**src/rtl/sparc_exu_div_iter.sv**
```systemverilog
// sparc_exu_div_iter: iterative 64/32 restoring divider with overflow/zero detection, 35-cycle latency.
// Define EXU_SDIV_EN to enable signed (SDIV) support; otherwise every operation is UDIV.
module sparc_exu_div_iter (
    input  logic        clk,
    input  logic        arst_l,
    input  logic        div_start_e,
    input  logic [3:0]  div_thr_e,
    input  logic        div_signed_e,
    input  logic [31:0] yreg_mdq_y_e,
    input  logic [31:0] div_rs1_e,
    input  logic [31:0] div_rs2_e,
    input  logic        div_kill,
    output logic        div_busy,
    output logic        div_done,
    output logic [31:0] div_result,
    output logic [3:0]  div_thr_out,
    output logic        div_ovf,
    output logic        div_zero
);
    typedef enum logic [2:0] {IDLE, SETUP, ITER, FIX, DONE} state_t;
    state_t      state;
    logic [4:0]  cnt;
    logic [31:0] hi, lo, dvsr, abs_hi, abs_lo, abs_dvsr, fix_res, hi_next;
    logic [32:0] trial;
    logic        ovf_s, ge, fix_ovf;
`ifdef EXU_SDIV_EN
    logic        sgn, neg, dvd_neg, dvs_neg, pos_sat, neg_sat;
    always_comb begin
        dvd_neg = sgn & hi[31];
        dvs_neg = sgn & dvsr[31];
        {abs_hi, abs_lo} = dvd_neg ? -{hi, lo} : {hi, lo};
        abs_dvsr = dvs_neg ? -dvsr : dvsr;
        pos_sat = ovf_s | lo[31];
        neg_sat = ovf_s | (lo > 32'h8000_0000);
        fix_ovf = !sgn ? ovf_s : neg ? neg_sat : pos_sat;
        fix_res = !sgn ? (ovf_s ? 32'hffff_ffff : lo) :
                  neg  ? (neg_sat ? 32'h8000_0000 : -lo) :
                         (pos_sat ? 32'h7fff_ffff : lo);
    end
`else
    logic unused_signed;
    assign unused_signed = div_signed_e;
    always_comb begin
        abs_hi   = hi;
        abs_lo   = lo;
        abs_dvsr = dvsr;
        fix_ovf  = ovf_s;
        fix_res  = ovf_s ? 32'hffff_ffff : lo;
    end
`endif
    // hi holds the partial remainder; lo shifts dividend bits out and quotient bits in
    always_comb begin
        trial   = {hi, lo[31]};
        ge      = trial >= {1'b0, dvsr};
        hi_next = ge ? trial[31:0] - dvsr : trial[31:0];
    end
    assign div_busy = state != IDLE;
    assign div_done = state == DONE;
    always_ff @(posedge clk or negedge arst_l) begin
        if (!arst_l) begin
            state       <= IDLE;
            cnt         <= '0;
            hi          <= '0;
            lo          <= '0;
            dvsr        <= '0;
            ovf_s       <= 1'b0;
            div_result  <= '0;
            div_thr_out <= '0;
            div_ovf     <= 1'b0;
            div_zero    <= 1'b0;
`ifdef EXU_SDIV_EN
            sgn         <= 1'b0;
            neg         <= 1'b0;
`endif
        end else if (div_kill) begin
            state    <= IDLE;
            cnt      <= '0;
            div_ovf  <= 1'b0;
            div_zero <= 1'b0;
        end else begin
            case (state)
                IDLE: if (div_start_e) begin
                    state       <= SETUP;
                    hi          <= yreg_mdq_y_e;
                    lo          <= div_rs1_e;
                    dvsr        <= div_rs2_e;
                    div_thr_out <= div_thr_e;
                    div_result  <= '0;
                    div_ovf     <= 1'b0;
                    div_zero    <= 1'b0;
`ifdef EXU_SDIV_EN
                    sgn         <= div_signed_e;
`endif
                end
                SETUP: if (dvsr == '0) begin
                    state    <= DONE;
                    div_zero <= 1'b1;
                end else begin
                    state <= ITER;
                    hi    <= abs_hi;
                    lo    <= abs_lo;
                    dvsr  <= abs_dvsr;
                    ovf_s <= abs_hi >= abs_dvsr;
`ifdef EXU_SDIV_EN
                    neg   <= dvd_neg ^ dvs_neg;
`endif
                end
                ITER: begin
                    hi    <= hi_next;
                    lo    <= {lo[30:0], ge};
                    cnt   <= cnt + 5'd1;
                    state <= cnt == 5'd31 ? FIX : ITER;
                end
                FIX: begin
                    state      <= DONE;
                    div_result <= fix_res;
                    div_ovf    <= fix_ovf;
                end
                DONE:    state <= IDLE;
                default: state <= IDLE;
            endcase
        end
    end
endmodule
```
**config.mk**
```make
export PLATFORM = sky130hd
export DESIGN_NAME = sparc_exu_div_iter
export DESIGN_NICKNAME = d
export VERILOG_FILES = /design/src/rtl/sparc_exu_div_iter.sv
export SDC_FILE = /design/constraint.sdc
export NUM_CORES = 1
export LEC_CHECK = 0
export ABC_AREA = 0
export BUFFER_PORTS_ARGS = -buffer_cell sky130_fd_sc_hd__clkbuf_2
export CORE_ASPECT_RATIO = 1.25
export CORE_UTILIZATION = 40
export CTS_CLUSTER_DIAMETER = 50
export DETAILED_ROUTE_END_ITERATION = 10
export MAX_ROUTING_LAYER = met4
export SLEW_MARGIN = 20
export SYNTH_ARGS = -nofsm -noshare
export SYNTH_HDL_FRONTEND = slang
export SYNTH_SLANG_ARGS = --single-unit
```
**constraint.sdc**
```tcl
create_clock -name clk -period 8.8 [get_ports clk]
set_clock_uncertainty 0.05 [all_clocks]
set_input_delay 0.88 -clock clk [delete_from_list [all_inputs] [get_ports clk]]
set_output_delay 0.88 -clock clk [all_outputs]
set_load 0.05 [all_outputs]
```
==> qor.log, run 1 <==
qor: run_status.run_status complete, no violations
qor: setup_path.cp_cell_sequence inv_1 > ha_1 > a21o_1 > a21oi_2 > a211oi_2 > o31a_1 > o311a_4 > o21ai_4 > buf_4 > nor2_1 > a211oi_1 > o21ai_0
qor: timing.timing.max_slew.rel_slack 0.340
qor: pwr.power.share.switching 0.422
qor: logic_synthesis.yosys_register_bits 143
qor: route.routed_via_density 5.37
qor: global_routing.vias_in_the_first_global_route 7731
qor: logic_synthesis.seq_area_frac_synth 0.402
qor: floorplanning.core-area 21700 um2
qor: route.remaining_drc_errors 0
qor: logic_synthesis.synth_flop_cell sky130_fd_sc_hd__dfrtp_1
qor: cells_and_area.num-fill-cells 2163
qor: clocking.cts-buffers-inserted 17
qor: pwr.worst_ir_drop_vdd 0.000159 V
qor: route.route.antenna.remaining_nets 0
qor: setup_path.endpoint_kind register
qor: clocking.cts-root-buf sky130_fd_sc_hd__clkbuf_16
qor: cells_and_area.num_antenna_cells 0
qor: logic_synthesis.ys_types 66
qor: logic_synthesis.synth_top_area_frac 0.402
qor: route.wire_per_inst 16.3 um
qor: logic_synthesis.synth_warn 0
qor: timing.rsz0062_at_grt no
qor: clocking.postCtsSetupRepairBufs 0
qor: global_routing.grt_overflow_total 0
qor: global_routing.grt_antenna_before_repair 0
qor: logic_synthesis.synth-async-reset-ratio 1.00
qor: cells_and_area.multi_input_area 4940 um2
qor: timing.max_slew.worst_pin.slew 989 ps
qor: placed_design.gp_congestion 0.893
qor: timing.setup_viols_final 0
qor: cells_and_area.synthToLayoutAreaGrowth 17.9%
qor: timing.setup_tns_after_final_layout 0 ps
qor: timing.finalHoldViolations 0
qor: pwr.clockPowerShare 0.246
qor: cells_and_area.finish.net_count 1321
qor: logic_synthesis.synth_commonest_cells 158 x sky130_fd_sc_hd__nand2_1, 143 x sky130_fd_sc_hd__dfrtp_1, 114 x sky130_fd_sc_hd__nor2_1
qor: pwr.switchingPower 1.43 mW
qor: clocking.post_cts_hold_buffer_count 0
qor: logic_synthesis.postSynthNetCount 1206
qor: setup_path.regToRegSetupSlack 5270 ps
qor: global_routing.grt_max_degree 96
qor: pwr.powerDensity 323 nW/um2
qor: logic_synthesis.synth.top_cells.by_area sky130_fd_sc_hd__dfrtp_1 40%, sky130_fd_sc_hd__ha_1 9.3%, sky130_fd_sc_hd__nand2_1 6.7%
qor: clocking.tritoncts built
qor: clocking.clock-sinks 143
qor: pwr.leakage_power_summed_over_all_cells 5.05 nW
qor: logic_synthesis.synth_enable_flop_cells 0
qor: clocking.max-clock-path-buffers 2
qor: timing.clock.fmax 283 MHz
qor: floorplanning.die_width 135 um
qor: route.route.final.wire_length 23400 um
qor: flow_run.cap_violations 0
qor: setup_path.crit_path_max_fanout 44
qor: cells_and_area.sequential_cell_area 3580 um2
qor: timing.finalHoldWorstSlack 425 ps
qor: clocking.ctsResizeCount 0
qor: clocking.cts_max_level 4
qor: logic_synthesis.synthCells 1034
qor: cells_and_area.layout-drive-gt1-share 0.207
qor: setup_path.required 9040 ps
qor: floorplanning.floorplan.die_area 22900 um2
qor: setup_path.path_class reg -> reg
qor: floorplanning.fp.dieH 169 um
qor: floorplanning.boundaryPins 145
qor: floorplanning.placement_rows 60
qor: floorplanning.starting_density 0.410
qor: global_routing.global_route_wire_length_before_repair 38400 um
qor: route.detailedRoute.firstIterationViolations 394
qor: logic_synthesis.syn_area_per_cell 8.61 um2
qor: route.via_count 7743
qor: placed_design.hpwl 16400 um
qor: timing.final_period_minus_worst_setup_slack 3530 ps
qor: global_routing.grt.total_usage 0.219
qor: logic_synthesis.syn_area 8910 um2
qor: clocking.clk_latency 430 ps
qor: route.dr.pass1.iters 5
qor: pwr.comb_power_share 0.472
qor: setup_path.timing.critical_path.slowest_stage_cell sky130_fd_sc_hd__buf_4
qor: placed_design.place.port_buffers 143
qor: clocking.clkSlewWorstSetupHoldPaths 70 ps
qor: setup_path.critical_path_arrival 3780 ps
qor: pwr.internal-power 1.96 mW
qor: setup_path.setup.worst_path.start_class register
qor: timing.timing_max_transition_violations_final 0
qor: timing.timing.final.crit_share 0.401
qor: logic_synthesis.synth.largest_area_cell sky130_fd_sc_hd__dfrtp_1
qor: pwr.share_seq_of_total_power 0.282
qor: logic_synthesis.synthMostInstantiatedCell sky130_fd_sc_hd__nand2_1
qor: setup_path.critical_path.max_stage_delay 470 ps
qor: hold_path.min-delay-path-class reg -> reg
kinds of logic after synthesis:
family | share of synthesized area
compound gates | 0.195
xor+xnor | 0.0285
fa+ha+maj | 0.0950
buf+inv | 0.0451
flops | 0.402
mux | 0.0547
simple gates | 0.180
cell type report:
class	count	area share
clock buffer	19	0.0422
clock inverter	13	0.0214
inverter	46	0.0164
multi-input combinational	789	0.471
sequential	143	0.341
tap	279	0.0332
timing repair buffer	152	0.0752
registers in the layout (all words and copies together) (netlist names):
| register | cells |
|---|---|
| abs_hi | 32 |
| cnt | 5 |
| abs_dvsr | 32 |
| fix_ovf | 1 |
| div_result | 32 |
| div_zero | 1 |
| div_ovf | 1 |
| state | 3 |
| abs_lo | 32 |
| div_thr_out | 4 |
cell usage in the layout, fill, tap and decap left out, types with 4 or more instances in the layout:
cell	count
sky130_fd_sc_hd__a21oi_1	65
sky130_fd_sc_hd__or3_1	6
sky130_fd_sc_hd__xnor2_1	19
sky130_fd_sc_hd__and3_1	12
sky130_fd_sc_hd__o21bai_1	6
sky130_fd_sc_hd__dfrtp_1	143
sky130_fd_sc_hd__nand4_1	7
sky130_fd_sc_hd__inv_1	46
sky130_fd_sc_hd__a31oi_1	43
sky130_fd_sc_hd__buf_4	9
sky130_fd_sc_hd__a211oi_1	17
sky130_fd_sc_hd__ha_1	66
sky130_fd_sc_hd__nand2_1	158
sky130_fd_sc_hd__o21ai_0	86
sky130_fd_sc_hd__nand3_1	11
sky130_fd_sc_hd__xor2_1	10
sky130_fd_sc_hd__o22ai_1	4
sky130_fd_sc_hd__a21o_1	16
sky130_fd_sc_hd__nor4_1	10
sky130_fd_sc_hd__nor2_1	114
sky130_fd_sc_hd__bufinv_16	5
sky130_fd_sc_hd__nand2b_1	9
sky130_fd_sc_hd__nor2b_1	5
sky130_fd_sc_hd__o21a_1	4
sky130_fd_sc_hd__nor3_1	14
sky130_fd_sc_hd__clkbuf_16	17
sky130_fd_sc_hd__mux2i_1	7
sky130_fd_sc_hd__mux2_2	37
sky130_fd_sc_hd__clkbuf_2	142
sky130_fd_sc_hd__o21ai_1	11
path summary, 6_finish.rpt:
kind | startpoint | end | cells past startpoint
setup / recovery | abs_dvsr[3] | abs_hi[7] | 12
hold / removal | div_result[15] | div_result[15] | 2
setup reg to reg | abs_dvsr[3] | abs_hi[7] | 12
hold reg to reg | div_result[15] | div_result[15] | 2
max in group asynchronous | arst_l | abs_hi[28] | 2
min in group asynchronous | arst_l | abs_dvsr[16] | 1
through the flow:
step / instances / cell area, um2 / worst slack, ps / util / total power [mW]
after floorplan: 1034 / 8910 / 5660 / - / 2.19
after global placement: 1409 / 9830 / 5310 / 0.453 / 2.54
after detailed placement: 1409 / 9830 / 5280 / 0.453 / 2.56
after CTS: 1441 / 10500 / 5250 / 0.484 / 3.42
after global routing: 1441 / 10500 / 5000 / 0.484 / 3.66
final: 1441 / 10500 / 5270 / 0.484 / 3.39
routing by layer:
| metal | GRT usage | wire [um] |
|---|---|---|
| met1 | 0.266 | 10400 |
| met2 | 0.371 | 11600 |
| met3 | 0.0359 | 992 |
| met4 | 0.0640 | 405 |
| met5 | - | 0 |
power by group through the flow:
stage          Clock, mW  Sequential (mW)  Combinational, mW
2_1_floorplan          0             1.00               1.18
3_3_place_gp           0            0.967               1.58
3_5_place_dp           0            0.970               1.59
4_1_cts            0.853            0.959               1.60
5_1_grt            0.879            0.982               1.80
6_report           0.833            0.957               1.60
critical path: cells and delay by family (launching register included):
| kind | cells | cell delay [ps] |
|---|---|---|
| buf+inv | 2 | 550 |
| simple gates | 1 | 100 |
| flops | 1 | 410 |
| fa+ha+maj | 1 | 350 |
| compound gates | 8 | 1940 |
No activity file was read; power rests on OpenSTA's default activity.
==> inputs of run 2 (changes only) <==
==> constraint.sdc (replaced) <==
create_clock -name clk -period 3.5 [get_ports clk]
set_clock_uncertainty 0.05 [all_clocks]
set_input_delay 0.35 -clock clk [delete_from_list [all_inputs] [get_ports clk]]
set_output_delay 0.35 -clock clk [all_outputs]
set_load 0.05 [all_outputs]
==> qor.log, run 2 (synthesis gave the netlist of run 1 again) <==
qor: timing.timing_max_transition_violations_final 0 [unchanged]
qor: setup_path.crit_path_max_fanout 4 [-91%]
qor: route.routed_via_density 5.40 [+0.53%]
qor: timing.setup_tns_after_final_layout 0 ps [unchanged]
qor: clocking.max-clock-path-buffers 2 [unchanged]
qor: setup_path.endpoint_kind register
qor: timing.setup_viols_final 0 [unchanged]
qor: cells_and_area.synthToLayoutAreaGrowth 17.7%
qor: global_routing.groute.layer.met3.usage 0.0314 [-0.00449]
qor: cells_and_area.finish.net_count 1330 [+0.68%]
qor: global_routing.gr-max-usage-layer met2
qor: floorplanning.fp.dieH 169 um [unchanged]
qor: route.route.antenna.remaining_nets 0 [unchanged]
qor: timing.final_period_minus_worst_setup_slack 3350 ps [-185 ps]
qor: floorplanning.die_width 135 um [unchanged]
qor: clocking.tritoncts built
qor: global_routing.met2_usage 0.368 [-0.00312]
qor: route.dr.pass1.iters 5 [unchanged]
qor: pwr.worst_ir_drop_vdd 0.000383 V [+140%]
qor: pwr.clockPowerShare 0.212 [-0.034]
qor: route.wire_per_inst 16.2 um [-0.42%]
qor: global_routing.grt_max_degree 96 [unchanged]
qor: route.via_count 7833 [+1.2%]
qor: pwr.powerDensity 790 nW/um2 [+140%]
qor: setup_path.path_class reg -> reg
qor: timing.timing.final.crit_share 0.956 [+0.555]
qor: timing.finalHoldWorstSlack 97.5 ps [-327 ps]
qor: hold_path.min-delay-path-class in -> reg
qor: pwr.leakage_power_summed_over_all_cells 5.03 nW [-0.29%]
qor: route.route.final.wire_length 23500 um [+0.20%]
qor: global_routing.vias_in_the_first_global_route 7635 [-1.2%]
qor: cells_and_area.mostFrequentLayoutCells 158 x sky130_fd_sc_hd__nand2_1, 143 x sky130_fd_sc_hd__dfrtp_1, 142 x sky130_fd_sc_hd__clkbuf_2, 114 x sky130_fd_sc_hd__nor2_1, 86 x sky130_fd_sc_hd__o21ai_0
qor: setup_path.critical_path_arrival 3660 ps [-120 ps]
qor: timing.rsz0062_at_grt no
qor: global_routing.global_route_wire_length_before_repair 38300 um [-0.14%]
qor: cells_and_area.most_common_cell_after_layout_fill_and_taps_aside sky130_fd_sc_hd__nand2_1
qor: global_routing.grt_overflow_total 0 [unchanged]
qor: timing.finalHoldViolations 0 [unchanged]
qor: pwr.power.share.switching 0.442 [+0.0200]
qor: clocking.clk_latency 430 ps [about the same]
qor: pwr.switchingPower 3.66 mW [+160%]
qor: cells_and_area.num-fill-cells 2130 [-1.5%]
qor: clocking.cts-buffers-inserted 17 [unchanged]
qor: clocking.clock-sinks 143 [unchanged]
qor: placed_design.hpwl 17100 um [+4.1%]
qor: placed_design.gp_congestion 0.912 [+2.1%]
qor: floorplanning.placement_rows 60 [unchanged]
qor: clocking.clkSlewWorstSetupHoldPaths 70 ps [about the same]
qor: global_routing.grt.total_usage 0.221 [+0.00235]
qor: clocking.cts_max_level 4 [unchanged]
qor: global_routing.grt.met1_usage 0.268 [+0.00258]
qor: run_status.run_status complete, no violations
qor: clocking.cts-root-buf sky130_fd_sc_hd__clkbuf_16
qor: pwr.internal-power 4.62 mW [+140%]
qor: floorplanning.core-area 21700 um2 [unchanged]
qor: floorplanning.boundaryPins 145 [unchanged]
qor: route.detailedRoute.firstIterationViolations 433 [+9.9%]
qor: global_routing.grt_antenna_before_repair 0 [unchanged]
qor: placed_design.place.port_buffers 143 [unchanged]
qor: cells_and_area.layout-drive-gt1-share 0.215 [+0.00780]
qor: floorplanning.floorplan.die_area 22900 um2 [unchanged]
qor: floorplanning.starting_density 0.410 [unchanged]
qor: pwr.share_seq_of_total_power 0.294 [+0.012]
qor: timing.max_slew.worst_pin.slew 1010 ps [+21.1 ps]
qor: flow_run.cap_violations 0 [unchanged]
qor: timing.timing.max_slew.rel_slack 0.326 [-0.0141]
qor: setup_path.required 3810 ps [-5230 ps]
qor: route.remaining_drc_errors 0 [unchanged]
qor: pwr.comb_power_share 0.494 [+0.022]
qor: cells_and_area.num_antenna_cells 0 [unchanged]
qor: setup_path.setup.worst_path.start_class register
qor: timing.clock.fmax 299 MHz [+5.5%]
## run 2: cell types whose count changed in the layout (fill, tap and decap cells not counted), sizes merged
cell,change
buf,+8
bufinv,-5
clkinvlp,+4
inv,+3
clkbuf,-1
clkinv,-1
dlygate4sd3,+1
## run 2: worst paths after layout
kind | cells after the start | from | slack (ps) | end
min | 2 | div_rs2_e[13] | 100 | abs_dvsr[13]
max in group asynchronous | 3 | arst_l | 2150 | abs_dvsr[0]
min in group asynchronous | 2 | arst_l | 400 | abs_dvsr[21]
max | 13 | abs_lo[31] | 150 | abs_hi[30]
min reg2reg | 2 | div_result[21] | 430 | div_result[21]
max reg2reg | 13 | abs_lo[31] | 150 | abs_hi[30]
## run 2: final cells by class
| cell class | instances | area [um2] | share of cell area |
|---|---|---|---|
| repair buffers | 161 | 872 | 0.0832 |
| flip-flops and latches | 143 | 3580 | 0.341 |
| multi-input cells | 789 | 4950 | 0.472 |
| clock buffers | 18 | 439 | 0.0419 |
| well taps | 279 | 349 | 0.0333 |
| inverters | 46 | 173 | 0.0165 |
| clock inverters | 14 | 119 | 0.0113 |
## run 2: per-layer routing
layer / up-vias / part of all wire
li1: 3903 / -
met1: 3736 / 0.44
met2: 160 / 0.50
met3: 34 / 0.034
met4: 0 / 0.022
met5: - / 0
## run 2: critical path, cell delays in order (launching register included)
cell                       delay, ps
sky130_fd_sc_hd__dfrtp_1         390
sky130_fd_sc_hd__inv_1            60
sky130_fd_sc_hd__ha_1            160
sky130_fd_sc_hd__inv_1            60
sky130_fd_sc_hd__fa_1            410
sky130_fd_sc_hd__a21oi_2         180
sky130_fd_sc_hd__o211ai_1        160
sky130_fd_sc_hd__a31o_2          320
sky130_fd_sc_hd__a21o_1          210
sky130_fd_sc_hd__o31a_1          290
sky130_fd_sc_hd__a21o_1          230
sky130_fd_sc_hd__a311oi_1        290
sky130_fd_sc_hd__mux2_2          370
sky130_fd_sc_hd__nor2_1           90
## run 2: repair_timing
action / in CTS / in global routing
endpoints found under the hold margin: 56 / 0
gates resized for setup: 0 / 2
hold buffers: 1 / 0
endpoints found under the setup margin: 0 / 2
buffers inserted: 0 / 1
## run 2: through the flow
step                      power, mW  worst slack (ps)  std cells  area (um2)   util
after floorplan                5.50               364       1034        8910      -
after global placement         6.45               177       1416        9900  0.456
after detailed placement       6.49               133       1416        9900  0.456
after CTS                      8.30              80.6       1449       10500  0.482
after global routing           8.97              28.3       1450       10500  0.483
final                          8.28               153       1450       10500  0.483
## run 2: power groups by stage
stage | Combinational, mW | Sequential [mW] | Clock, mW
floorplan | 2.97 | 2.53 | 0
global route | 4.59 | 2.50 | 1.87
detailed placement | 4.03 | 2.47 | 0
global placement | 3.99 | 2.45 | 0
CTS | 4.06 | 2.44 | 1.80
finish | 4.09 | 2.43 | 1.76
==> inputs of run 3 (changes only) <==
--- a/config.mk
+++ b/config.mk
@@ -7,12 +7,16 @@
 export LEC_CHECK = 0
 export ABC_AREA = 0
 export BUFFER_PORTS_ARGS = -buffer_cell sky130_fd_sc_hd__clkbuf_2
+export CELL_PAD_IN_SITES_DETAIL_PLACEMENT = 1
+export CELL_PAD_IN_SITES_GLOBAL_PLACEMENT = 1
 export CORE_ASPECT_RATIO = 1.25
 export CORE_UTILIZATION = 40
+export CTS_BUF_LIST = sky130_fd_sc_hd__clkbuf_8
 export CTS_CLUSTER_DIAMETER = 50
 export DETAILED_ROUTE_END_ITERATION = 10
 export MAX_ROUTING_LAYER = met4
-export SLEW_MARGIN = 20
+export PLACE_DENSITY_LB_ADDON = 0.1
+export SLEW_MARGIN = 30
 export SYNTH_ARGS = -nofsm -noshare
 export SYNTH_HDL_FRONTEND = slang
 export SYNTH_SLANG_ARGS = --single-unit
==> qor.log, run 3 (synthesis gave the netlist of run 1 again) <==
qor: route.wire_per_inst 18.0 um [+11%]
qor: route.routed_via_density 5.47 [+1.3%]
qor: setup_path.setup.worst_path.start_class register
qor: floorplanning.starting_density 0.410 [unchanged]
qor: timing.finalHoldViolations 0 [unchanged]
qor: global_routing.grt.total_usage 0.249 [+0.0279]
qor: run_status.run_status complete, no violations
qor: cells_and_area.final_area 10300 um2 [-1.3%]
qor: route.met3_wirelength 661 um [-17%]
qor: timing.rsz0062_at_grt no
qor: clocking.clk_latency 470 ps [+40 ps]
qor: timing.timing.final.crit_share 0.930 [-0.0263]
qor: cells_and_area.layout-drive-gt1-share 0.215 [-0.000487]
qor: route.route.antenna.remaining_nets 0 [unchanged]
qor: timing.final_period_minus_worst_setup_slack 3260 ps [-91.9 ps]
qor: route.detailroute.wirelength.met2 13600 um [+16%]
qor: cells_and_area.most_common_cell_after_layout_fill_and_taps_aside sky130_fd_sc_hd__nand2_1
qor: global_routing.global_route_wire_length_before_repair 43200 um [+13%]
qor: setup_path.cp_cell_sequence inv_1 > ha_1 > inv_1 > fa_2 > a21oi_2 > o211ai_1 > a31o_2 > a21o_1 > o31a_1 > a21o_1 > a311oi_2 > mux2_2 > nor2_1
qor: pwr.share_seq_of_total_power 0.300 [+0.006]
qor: global_routing.grt_max_degree 75 [-22%]
qor: global_routing.grt_overflow_total 0 [unchanged]
qor: route.drt-met1-wl 11400 um [+9.1%]
qor: setup_path.endpoint_kind register
qor: timing.timing.max_slew.rel_slack 0.499 [+0.174]
qor: placed_design.placement.cell_area 9920 um2 [+0.20%]
qor: pwr.power.share.switching 0.463 [+0.0209]
qor: pwr.switchingPower 3.72 mW [+1.7%]
qor: timing.timing_max_transition_violations_final 0 [unchanged]
qor: setup_path.critical_path_buf_inv_count 2 [unchanged]
qor: setup_path.timing.critical_path.slowest_stage_cell sky130_fd_sc_hd__dfrtp_1
qor: placed_design.hpwl 19100 um [+12%]
qor: pwr.clockPowerShare 0.178 [-0.034]
qor: route.remaining_drc_errors 0 [unchanged]
qor: route.via_count 7921 [+1.1%]
qor: placed_design.place.port_buffers 143 [unchanged]
qor: timing.clock.fmax 307 MHz [+2.8%]
qor: pwr.powerDensity 777 nW/um2 [-1.6%]
qor: clocking.cts-buffers-inserted 17 [unchanged]
qor: floorplanning.placement_rows 60 [unchanged]
qor: clocking.tritoncts built
qor: clocking.cts_max_level 4 [unchanged]
qor: clocking.postCtsSetupRepairBufs 0 [unchanged]
qor: cells_and_area.synthToLayoutAreaGrowth 16.2%
qor: clocking.max-clock-path-buffers 2 [unchanged]
qor: global_routing.vias_in_the_first_global_route 8478 [+11%]
qor: setup_path.required 3850 ps [+40 ps]
qor: setup_path.critical_path_arrival 3610 ps [-50 ps]
qor: hold_path.min-delay-path-class in -> reg
qor: floorplanning.floorplan.die_area 22900 um2 [unchanged]
qor: placed_design.gp_congestion 0.845 [-7.3%]
qor: pwr.internal-power 4.32 mW [-6.5%]
qor: pwr.worst_ir_drop_vdd 0.000297 V [-22%]
qor: setup_path.largest_delay_share_family_worst_path compound AO/OA/AOI/OAI gates
qor: setup_path.path_class reg -> reg
qor: clocking.clkSlewWorstSetupHoldPaths 100 ps [+30 ps]
qor: clocking.clock-sinks 143 [unchanged]
qor: setup_path.critical_path.max_stage_delay 420 ps [about the same]
qor: cells_and_area.num_antenna_cells 0 [unchanged]
qor: timing.max_slew.worst_pin.slew 751 ps [-259 ps]
qor: route.top_layer_used met4
qor: floorplanning.fp.dieH 169 um [unchanged]
qor: timing.setup_tns_after_final_layout 0 ps [unchanged]
qor: flow_run.cap_violations 0 [unchanged]
qor: pwr.comb_power_share 0.522 [+0.028]
qor: timing.setup_viols_final 0 [unchanged]
qor: route.dr.pass1.iters 4 [-1]
qor: pwr.leakage_power_summed_over_all_cells 4.96 nW [-1.4%]
qor: clocking.cts-root-buf sky130_fd_sc_hd__clkbuf_8
qor: floorplanning.boundaryPins 145 [unchanged]
qor: global_routing.grt_antenna_before_repair 0 [unchanged]
qor: route.route.final.wire_length 26000 um [+11%]
qor: cells_and_area.sequential_cell_area 3580 um2 [unchanged]
qor: floorplanning.die_width 135 um [unchanged]
qor: cells_and_area.mostFrequentLayoutCells 158 x sky130_fd_sc_hd__nand2_1, 143 x sky130_fd_sc_hd__dfrtp_1, 142 x sky130_fd_sc_hd__clkbuf_2, 114 x sky130_fd_sc_hd__nor2_1, 86 x sky130_fd_sc_hd__o21ai_0
qor: cells_and_area.num-fill-cells 2624 [+23%]
qor: setup_path.crit_path_max_fanout 4 [unchanged]
qor: route.detailedRoute.firstIterationViolations 266 [-39%]
qor: cells_and_area.multi_input_area 4960 um2 [+0.18%]
qor: floorplanning.core-area 21700 um2 [unchanged]
qor: cells_and_area.finish.net_count 1329 [-0.075%]
[run 3: final cells by class]
cell class | instances | share of cell area
Multi-Input combinational cell | 789 | 0.480
Sequential cell | 143 | 0.346
Timing Repair Buffer | 160 | 0.0848
Tap cell | 279 | 0.0337
Clock buffer | 17 | 0.0226
Clock inverter | 14 | 0.0167
Inverter | 46 | 0.0167
[run 3: metal layers]
layer	vias to the layer above	track usage
li1	3876	-
met1	3896	0.287
met2	127	0.447
met3	22	0.0350
met4	0	0.0664
met5	-	-
[run 3: power groups by stage]
stage	clock, mW	combinational (mW)	sequential [mW]
floorplan	0	2.97	2.53
global placement	0	4.09	2.43
detailed placement	0	4.18	2.45
CTS	1.47	4.21	2.42
global route	1.52	4.71	2.48
finish	1.43	4.20	2.41
[run 3: final timing paths]
kind                                     start        endpoint  slack (ps)  depth (start not counted)
worst max register to register      abs_lo[31]      abs_hi[30]         240                         13
worst min-delay path              div_rs2_e[2]     abs_dvsr[2]          50                          2
min in group asynchronous               arst_l  div_result[20]         410                          2
max in group asynchronous               arst_l       abs_lo[0]        2220                          3
worst min register to register  div_result[31]  div_result[31]         440                          2
worst max-delay path                abs_lo[31]      abs_hi[30]         240                         13
[run 3: through the flow]
stage                     hold WS (ps)  power [mW]  worst slack, ps  std cells  utilization
after detailed placement           379        6.63              111       1416        0.457
after global routing              30.4        8.70             22.0       1448        0.477
after floorplan                   4.41        5.50              364       1034            -
final                             46.9        8.04              245       1448        0.477
after global placement             380        6.53              154       1416        0.457
after CTS                         13.3        8.10             85.6       1448        0.476
[run 3: what timing repair did]
item,CTS,global route
hold buffers,1,0
setup endpoints to repair,0,2
resized for setup,0,3
endpoints found under the hold margin,72,0
